## src/rtl/ifetch_miss_queue_pkg.sv

```systemverilog
// Shared types for the instruction-fetch miss queue.
package ifetch_miss_queue_pkg;

    localparam int unsigned THREADS_PER_CORE       = 4;
    localparam int unsigned CACHE_LINE_INDEX_WIDTH = 26;

    typedef logic [CACHE_LINE_INDEX_WIDTH-1:0]    cache_line_index_t;
    typedef logic [$clog2(THREADS_PER_CORE)-1:0]  local_thread_idx_t;
    typedef logic [$clog2(THREADS_PER_CORE)-1:0]  imq_entry_idx_t;

    typedef enum logic [1:0] {
        IMQ_EMPTY      = 2'd0,
        IMQ_WAIT_ISSUE = 2'd1,
        IMQ_WAIT_RESP  = 2'd2
    } imq_entry_state_t;

endpackage

```

## src/rtl/rr_arbiter.sv

```systemverilog
// Round-robin arbiter: one-hot grant starting at the priority pointer,
// pointer moves past the granted requester when update_en is high.
module rr_arbiter #(
    parameter int unsigned NUM_REQUESTERS = 4
) (
    input  logic                      clk,
    input  logic                      reset,
    input  logic [NUM_REQUESTERS-1:0] request,
    input  logic                      update_en,
    output logic [NUM_REQUESTERS-1:0] grant_oh
);

    localparam int unsigned IDX_W = (NUM_REQUESTERS > 1) ? $clog2(NUM_REQUESTERS) : 1;

    logic [IDX_W-1:0] prio_q;
    logic [IDX_W-1:0] prio_d;
    logic [IDX_W-1:0] scan_pos;
    logic [IDX_W-1:0] grant_idx;
    logic             found;

    // Circular scan from the priority pointer; pointer advance on update
    always_comb begin
        grant_oh  = '0;
        found     = 1'b0;
        grant_idx = '0;
        scan_pos  = '0;
        for (int k = 0; k < int'(NUM_REQUESTERS); k++) begin
            scan_pos = IDX_W'((32'(prio_q) + 32'(k)) % NUM_REQUESTERS);
            if (!found && request[scan_pos]) begin
                found              = 1'b1;
                grant_idx          = scan_pos;
                grant_oh[scan_pos] = 1'b1;
            end
        end
        prio_d = prio_q;
        if (update_en && found) begin
            prio_d = (32'(grant_idx) == NUM_REQUESTERS - 1) ? '0 : grant_idx + IDX_W'(1);
        end
    end

    // Priority pointer register
    always_ff @(posedge clk or negedge reset) begin
        if (!reset) prio_q <= '0;
        else        prio_q <= prio_d;
    end

endmodule

```

## src/rtl/ifetch_miss_queue.sv

```systemverilog
// Per-core I-cache miss queue: merges same-line misses across threads,
// round-robin issues pending lines to L2, wakes waiters on fill.
module ifetch_miss_queue
    import ifetch_miss_queue_pkg::*;
#(
    parameter int unsigned THREADS = THREADS_PER_CORE
) (
    input  logic                       clk,
    input  logic                       reset,
    input  logic                       ifd_cache_miss,
    input  cache_line_index_t          ifd_cache_miss_paddr,
    input  local_thread_idx_t          ifd_cache_miss_thread_idx,
    output logic                       imq_request_valid,
    output cache_line_index_t          imq_request_paddr,
    output logic [$clog2(THREADS)-1:0] imq_request_idx,
    input  logic                       imq_request_ack,
    input  logic                       l2_response_valid,
    input  logic [$clog2(THREADS)-1:0] l2_response_idx,
    output logic [THREADS-1:0]         imq_wake_bitmap
);

    localparam int unsigned IDX_W = $clog2(THREADS);

    imq_entry_state_t  state_q   [THREADS];
    imq_entry_state_t  state_d   [THREADS];
    cache_line_index_t paddr_q   [THREADS];
    cache_line_index_t paddr_d   [THREADS];
    logic [THREADS-1:0] waiters_q [THREADS];
    logic [THREADS-1:0] waiters_d [THREADS];
    logic [THREADS-1:0] wake_q, wake_d;
    logic               lock_q, lock_d;
    logic [IDX_W-1:0]   lock_idx_q, lock_idx_d;

    logic [THREADS-1:0] arb_req, grant_oh, hit_vec, waiter_union, thread_oh;
    logic [IDX_W-1:0]   grant_idx, hit_idx, tid;
    logic               any_hit;
    logic               alloc_conflict, merge_conflict, resp_conflict;

    assign tid = IDX_W'(ifd_cache_miss_thread_idx);

    // Address match, arbiter request vector (pinned to the locked entry) and grant decode
    always_comb begin
        hit_vec      = '0;
        waiter_union = '0;
        arb_req      = '0;
        any_hit      = 1'b0;
        hit_idx      = '0;
        grant_idx    = '0;
        thread_oh    = '0;
        thread_oh[tid] = 1'b1;
        for (int i = 0; i < int'(THREADS); i++) begin
            hit_vec[i] = ifd_cache_miss && (state_q[i] != IMQ_EMPTY)
                         && !(l2_response_valid && (l2_response_idx == IDX_W'(i)))
                         && (paddr_q[i] == ifd_cache_miss_paddr);
            arb_req[i] = lock_q ? (lock_idx_q == IDX_W'(i)) : (state_q[i] == IMQ_WAIT_ISSUE);
            waiter_union = waiter_union | waiters_q[i];
        end
        for (int i = int'(THREADS) - 1; i >= 0; i--) begin
            if (hit_vec[i]) begin
                any_hit = 1'b1;
                hit_idx = IDX_W'(i);
            end
            if (grant_oh[i]) grant_idx = IDX_W'(i);
        end
    end

    rr_arbiter #(
        .NUM_REQUESTERS (THREADS)
    ) u_rr_arbiter (
        .clk       (clk),
        .reset     (reset),
        .request   (arb_req),
        .update_en (imq_request_ack),
        .grant_oh  (grant_oh)
    );

    assign imq_request_valid = |grant_oh;
    assign imq_request_idx   = grant_idx;
    assign imq_request_paddr = imq_request_valid ? paddr_q[grant_idx] : '0;
    assign imq_wake_bitmap   = wake_q;

    // Entry next-state: ack, then response free, then miss merge/allocate
    always_comb begin
        for (int i = 0; i < int'(THREADS); i++) begin
            state_d[i]   = state_q[i];
            paddr_d[i]   = paddr_q[i];
            waiters_d[i] = waiters_q[i];
        end
        wake_d     = '0;
        lock_d     = imq_request_valid && !imq_request_ack;
        lock_idx_d = grant_idx;
        if (imq_request_valid && imq_request_ack) state_d[grant_idx] = IMQ_WAIT_RESP;
        if (l2_response_valid) begin
            wake_d                     = waiters_q[l2_response_idx];
            state_d[l2_response_idx]   = IMQ_EMPTY;
            waiters_d[l2_response_idx] = '0;
        end
        if (ifd_cache_miss) begin
            if (any_hit) begin
                waiters_d[hit_idx] = waiters_q[hit_idx] | thread_oh;
            end else begin
                state_d[tid]   = IMQ_WAIT_ISSUE;
                waiters_d[tid] = thread_oh;
                paddr_d[tid]   = ifd_cache_miss_paddr;
            end
        end
    end

    // Entry storage, wake and grant-lock registers
    always_ff @(posedge clk or negedge reset) begin
        if (!reset) begin
            for (int i = 0; i < int'(THREADS); i++) begin
                state_q[i]   <= IMQ_EMPTY;
                paddr_q[i]   <= '0;
                waiters_q[i] <= '0;
            end
            wake_q     <= '0;
            lock_q     <= 1'b0;
            lock_idx_q <= '0;
        end else begin
            for (int i = 0; i < int'(THREADS); i++) begin
                state_q[i]   <= state_d[i];
                paddr_q[i]   <= paddr_d[i];
                waiters_q[i] <= waiters_d[i];
            end
            wake_q     <= wake_d;
            lock_q     <= lock_d;
            lock_idx_q <= lock_idx_d;
        end
    end

    // A thread never has two misses outstanding; responses only for issued entries
    assign alloc_conflict = ifd_cache_miss && !any_hit && (state_q[tid] != IMQ_EMPTY);
    assign merge_conflict = ifd_cache_miss && any_hit && waiter_union[tid];
    assign resp_conflict  = l2_response_valid && (state_q[l2_response_idx] != IMQ_WAIT_RESP);

    a_alloc_empty: assert property (@(posedge clk) disable iff (!reset) !alloc_conflict);
    a_merge_fresh: assert property (@(posedge clk) disable iff (!reset) !merge_conflict);
    a_resp_issued: assert property (@(posedge clk) disable iff (!reset) !resp_conflict);

endmodule

```

## config.mk

```make
export PLATFORM = sky130hd
export DESIGN_NAME = ifetch_miss_queue
export DESIGN_NICKNAME = d
export VERILOG_FILES = /design/src/rtl/ifetch_miss_queue_pkg.sv /design/src/rtl/rr_arbiter.sv /design/src/rtl/ifetch_miss_queue.sv
export SDC_FILE = /design/constraint.sdc
export NUM_CORES = 1
export LEC_CHECK = 0
export CAP_MARGIN = 20
export CORE_MARGIN = 5
export CORE_UTILIZATION = 30
export CTS_CLUSTER_DIAMETER = 80
export DETAILED_ROUTE_END_ITERATION = 12
export SLEW_MARGIN = 0
export SYNTH_ARGS = -nofsm -noshare
export SYNTH_HDL_FRONTEND = slang
export SYNTH_SLANG_ARGS = --single-unit
```

## constraint.sdc

```tcl
create_clock -name clk -period 4.8 [get_ports clk]
set_clock_uncertainty 0.2 [all_clocks]
set_input_delay 0.72 -clock clk [delete_from_list [all_inputs] [get_ports clk]]
set_output_delay 0.72 -clock clk [all_outputs]
set_load 0.1 [all_outputs]
```

==> results.md <==
Timing:
- Setup violations remaining at the end of the flow were counted as 0.
- The transition time at the pin with the least slew margin is 0.971 ns.
- The max-slew violation count is 0.
- Static timing analysis puts the maximum clock frequency at 215 MHz.
- The final number of hold-violating endpoints was 0.
- Subtracting the final worst setup slack from the clock period gives 4.65 ns.
- Adding up every negative setup slack in the final design gives 0 ns.
- The final critical path takes up 96.9% of the cycle.
- Headroom to the max-slew limit came out at 35.1%.

Routing:
- The detail route stage leaves a number of antenna-violating nets equal to 0.
- After detailed routing, the number of vias per cell comes to 5.45.
- In the routed design, unresolved DRC markers number 0.
- For this block, the routed nets add up to 26400 um of wire.
- In the final routed layout, each cell accounts on average for 21.3 um.
- The pre-antenna-repair detailed-routing pass consisted of 5 iterations.
- The total via count in the routed design is 6766.
- For this block, the initial DRC count from the detailed router was 558.

Floorplanning:
- The number of ports placed on the die boundary is 68.
- The floorplan step set the die height to 179 um.
- The total area inside the core boundary comes to 27900 um2.
- The placement row count is 61.
- The die width is 179 um.
- The floorplan step defined a die boundary enclosing 31900 um2.
- Once the floorplan was initialized, standard cells occupied 30.6% of the core.

Clocking:
- After clock tree synthesis, the setup repair step added 0 buffers.
- The clock-pin slew of the registers on the worst-case setup and hold paths is 0.06 ns.
- The H-tree generated during clock tree synthesis spans 4 levels.
- The clock net in this run drives a total of 137 sinks.
- For the worst-skew pair, the clock arrives at the later sink with an insertion delay of 0.43 ns.
- The root buffer cell chosen for the clock tree is clkbuf_16.
- The CTS tree is yes.
- The number of buffers inserted during clock tree synthesis is 17.
- In this run the deepest clock path goes through 2 buffers.

Placement:
- The final RePlAce weighted congestion is 0.914.
- The wire-length estimate of the detail-placed layout is 19700 um.
- The count of buffers added on input and output ports is 67.
- The number of placed instances, taps included, is 1209.

Synthesis:
- Synthesis instantiated 72 different standard cells from the library.
- Summing the areas of all xor and xnor instances in the mapped netlist gives 10.9% of the synthesized area.
- The leading register cell type out of synthesis is dfrtp_1.
- The count of flip-flops with a built-in enable after synthesis is 0.
- Summed over all instances, the cell type with the most area after synthesis is dfrtp_1.
- The part of the Yosys area used for sequential elements is 40.2%.
- The total standard cell area after synthesis is 8530 um2.
- In this run the biggest area consumer among cell types represents 40.2% of the synthesized area.
- After synthesis, the share of cell area in mux cells is 18.2%.
- In the post-synthesis netlist, the biggest area contributors are dfrtp_1, mux2_2, xor2_1.
- The fraction of registers with async set or reset after synthesis is 100%.
- The average instance in the mapped netlist occupies 10.8 um2.
- The number of synthesized register bits is 137.
- The synthesis warning total is 0.
- The net count after synthesis is 835.
- The share of the synthesized area in compound gates (AO/OA/AOI/OAI) is 11.7%.
- The area share of fa/ha/maj cells after synthesis is 1.03%.
- The fraction of the mapped netlist area in simple logic gates is 13.9%.
- The main combinational cell family by area after synthesis is multiplexers.
- Counting every instance in the synthesized netlist gives 793.

GRT:
- The via count of the first global-routing pass is 6884.
- The sum of overflow across all layers after global routing is 0.
- Entering global routing, the biggest net connects 61 pins.
- The first global-routing pass estimated 41200 um of wire.
- The initial antenna violation count is 0.
- Across every metal layer, demand over resource in global routing totals 16.9%.

Critical path:
- The signal on the critical path passes through inv_2, ha_2, nor4bb_1, a2111o_1, o21a_1, nand4b_4, or2_2, a21o_2, buf_12, mux2i_1, o21ai_4, buf_12.
- The most numerous cell type found on the critical path is buf_12.
- The most critical setup path has its endpoint at imq_request_paddr[14].
- The worst-case reg-to-reg path depth is 8.
- The largest stage delay on the critical path is 0.43 ns.
- The endpoint required time on the critical path is 3.88 ns.
- The data arrival time of the worst path is 3.73 ns.
- The kind of end point of the critical path is a primary output.
- The kind of start point of the critical path is a flop.
- The cell type of the slowest stage on the worst timing path is a2111o_1.
- The worst flop-to-flop path startpoint is paddr_q[58].
- The register-to-register setup slack is 1.26 ns.
- The category of the most critical setup path is flop to primary output.
- The most critical setup path has its startpoint at u_rr_arbiter.prio_q[1].
- In this run the critical register-to-register path is captured at paddr_q[26].
- The maximum fanout along the worst path is 25.

Final layout:
- The share of final-layout standard cells stronger than drive strength 1 is 29.1%.
- The fill cell instance count of the final layout is 2724.
- The number of inserted diodes is 0.
- Leaving out filler cells and counting taps, the final layout contains 1241.
- For this run, the post-layout net count is 892.
- Compared with the post-synthesis result, the final layout area differs by 28.0%.

Job:
- The max-cap check violation count is 0.

Run status:
- The flow ran to the end, and the final reports show no timing, DRC or antenna violations.

Hold path:
- The type of the worst min-delay path is input port to async pin.
[cell families after synthesis]
| logic type | Yosys count |
|---|---|
| AO/OA/AOI/OAI | 153 |
| XOR/XNOR | 106 |
| adder cells (fa/ha/maj) | 7 |
| buffers and inverters | 74 |
| flip-flops | 137 |
| multiplexers | 134 |
| AND/OR/NAND/NOR | 182 |
[layout by cell type, fill, tap and decap left out, drive strengths merged, types with 6 or more instances in the layout]
cell	instances
clkbuf	22
mux2	101
nor4	34
dfrtp	137
inv	17
clkdlybuf4s50	37
or3b	6
mux2i	26
a22oi	27
ha	7
nand2	24
or4	6
nor2b	7
nand4	17
buf	59
a21oi	24
nor4b	7
xor2	75
a21o	7
nor2	19
xnor2	31
mux4	7
nand4b	6
a221oi	7
o21ai	49
and2	9
nor3	12
[worst min path at each step]
stage	slack [ns]	depth (start not counted)	to
2_1_floorplan	0.22	0	imq_wake_bitmap[0]
3_3_place_gp	0.28	2	waiters_q[0]
3_5_place_dp	0.29	2	waiters_q[0]
4_1_cts	0.09	1	paddr_q[9]
5_1_grt	0.13	1	paddr_q[87]
6_report	0.08	1	paddr_q[68]
[sequential cells by signal (all words and copies together), names as in the netlist]
register and count:
imq_wake_bitmap 4, lock_idx_q 2, lock_q 1, paddr_q 104
state_q 8, u_rr_arbiter.prio_q 2, waiters_q 16
[per-stage QoR]
step | setup slack (ns) | hold slack (ns) | area, um2 | utilization [%]
5_1_grt | -0.0218 | 0.132 | 10900 | 39.1
3_3_place_gp | 0.309 | 0.281 | 10200 | 36.5
4_1_cts | 0.0235 | 0.0946 | 10900 | 38.9
2_1_floorplan | -0.418 | 0.224 | 8760 | -
3_5_place_dp | 0.279 | 0.285 | 10200 | 36.5
6_report | 0.150 | 0.0827 | 10900 | 39.1
[synth_stat cells, types with 6 or more instances]
cell type and number:
dfrtp_1 137, mux2_2 95, xor2_1 75, o21ai_0 47, clkbuf_1 35, nor4_1 31
xnor2_1 31, a22oi_1 27, mux2i_1 26, a21oi_1 23, nand2_1 23, nor2_1 18
inv_1 16, nand4_1 15, nor3_1 12, buf_2 8, buf_4 8, a21o_1 7
a221oi_1 7, and2_1 7, ha_1 7, mux4_2 7, nor2b_1 7, mux2_1 6
nor4b_1 6, or4_1 6
[metal layers]
layer / vias up / track usage (%) / wire [um]
met2: 227 / 27.5 / 12600
li1: 3061 / - / -
met1: 3434 / 23.1 / 11700
met3: 44 / 3.14 / 1680
met4: 0 / 4.80 / 465
met5: - / 0 / 0
[worst max-delay path, delay by kind of cell, from the launching register on]
family	cells	cell delay (ns)
buffers and inverters	3	0.50
and+or+nand+nor	3	0.73
DFF	1	0.39
AOI/OAI and AO/OA	4	1.03
muxes	1	0.31
adders and majority gates	1	0.34
[layout make-up]
type,count,area [um2],share of cell area [%]
Multi-Input combinational cell,582,5050,46.2
Inverter,16,60.1,0.550
Clock buffer,22,484,4.43
Tap cell,378,473,4.33
Clock inverter,10,188,1.72
Sequential cell,137,3430,31.4
Timing Repair Buffer,96,1240,11.4
[what timing repair did]
item	in CTS	in global routing
gates resized for setup	2	14
pin swaps	0	0
cloned	0	0
endpoints found under the hold margin	0	0
hold buffers	0	0
setup endpoints to repair	17	26
Power is not shown: default switching activity piles up to over one toggle a cycle in this logic, so the estimate is an artifact.
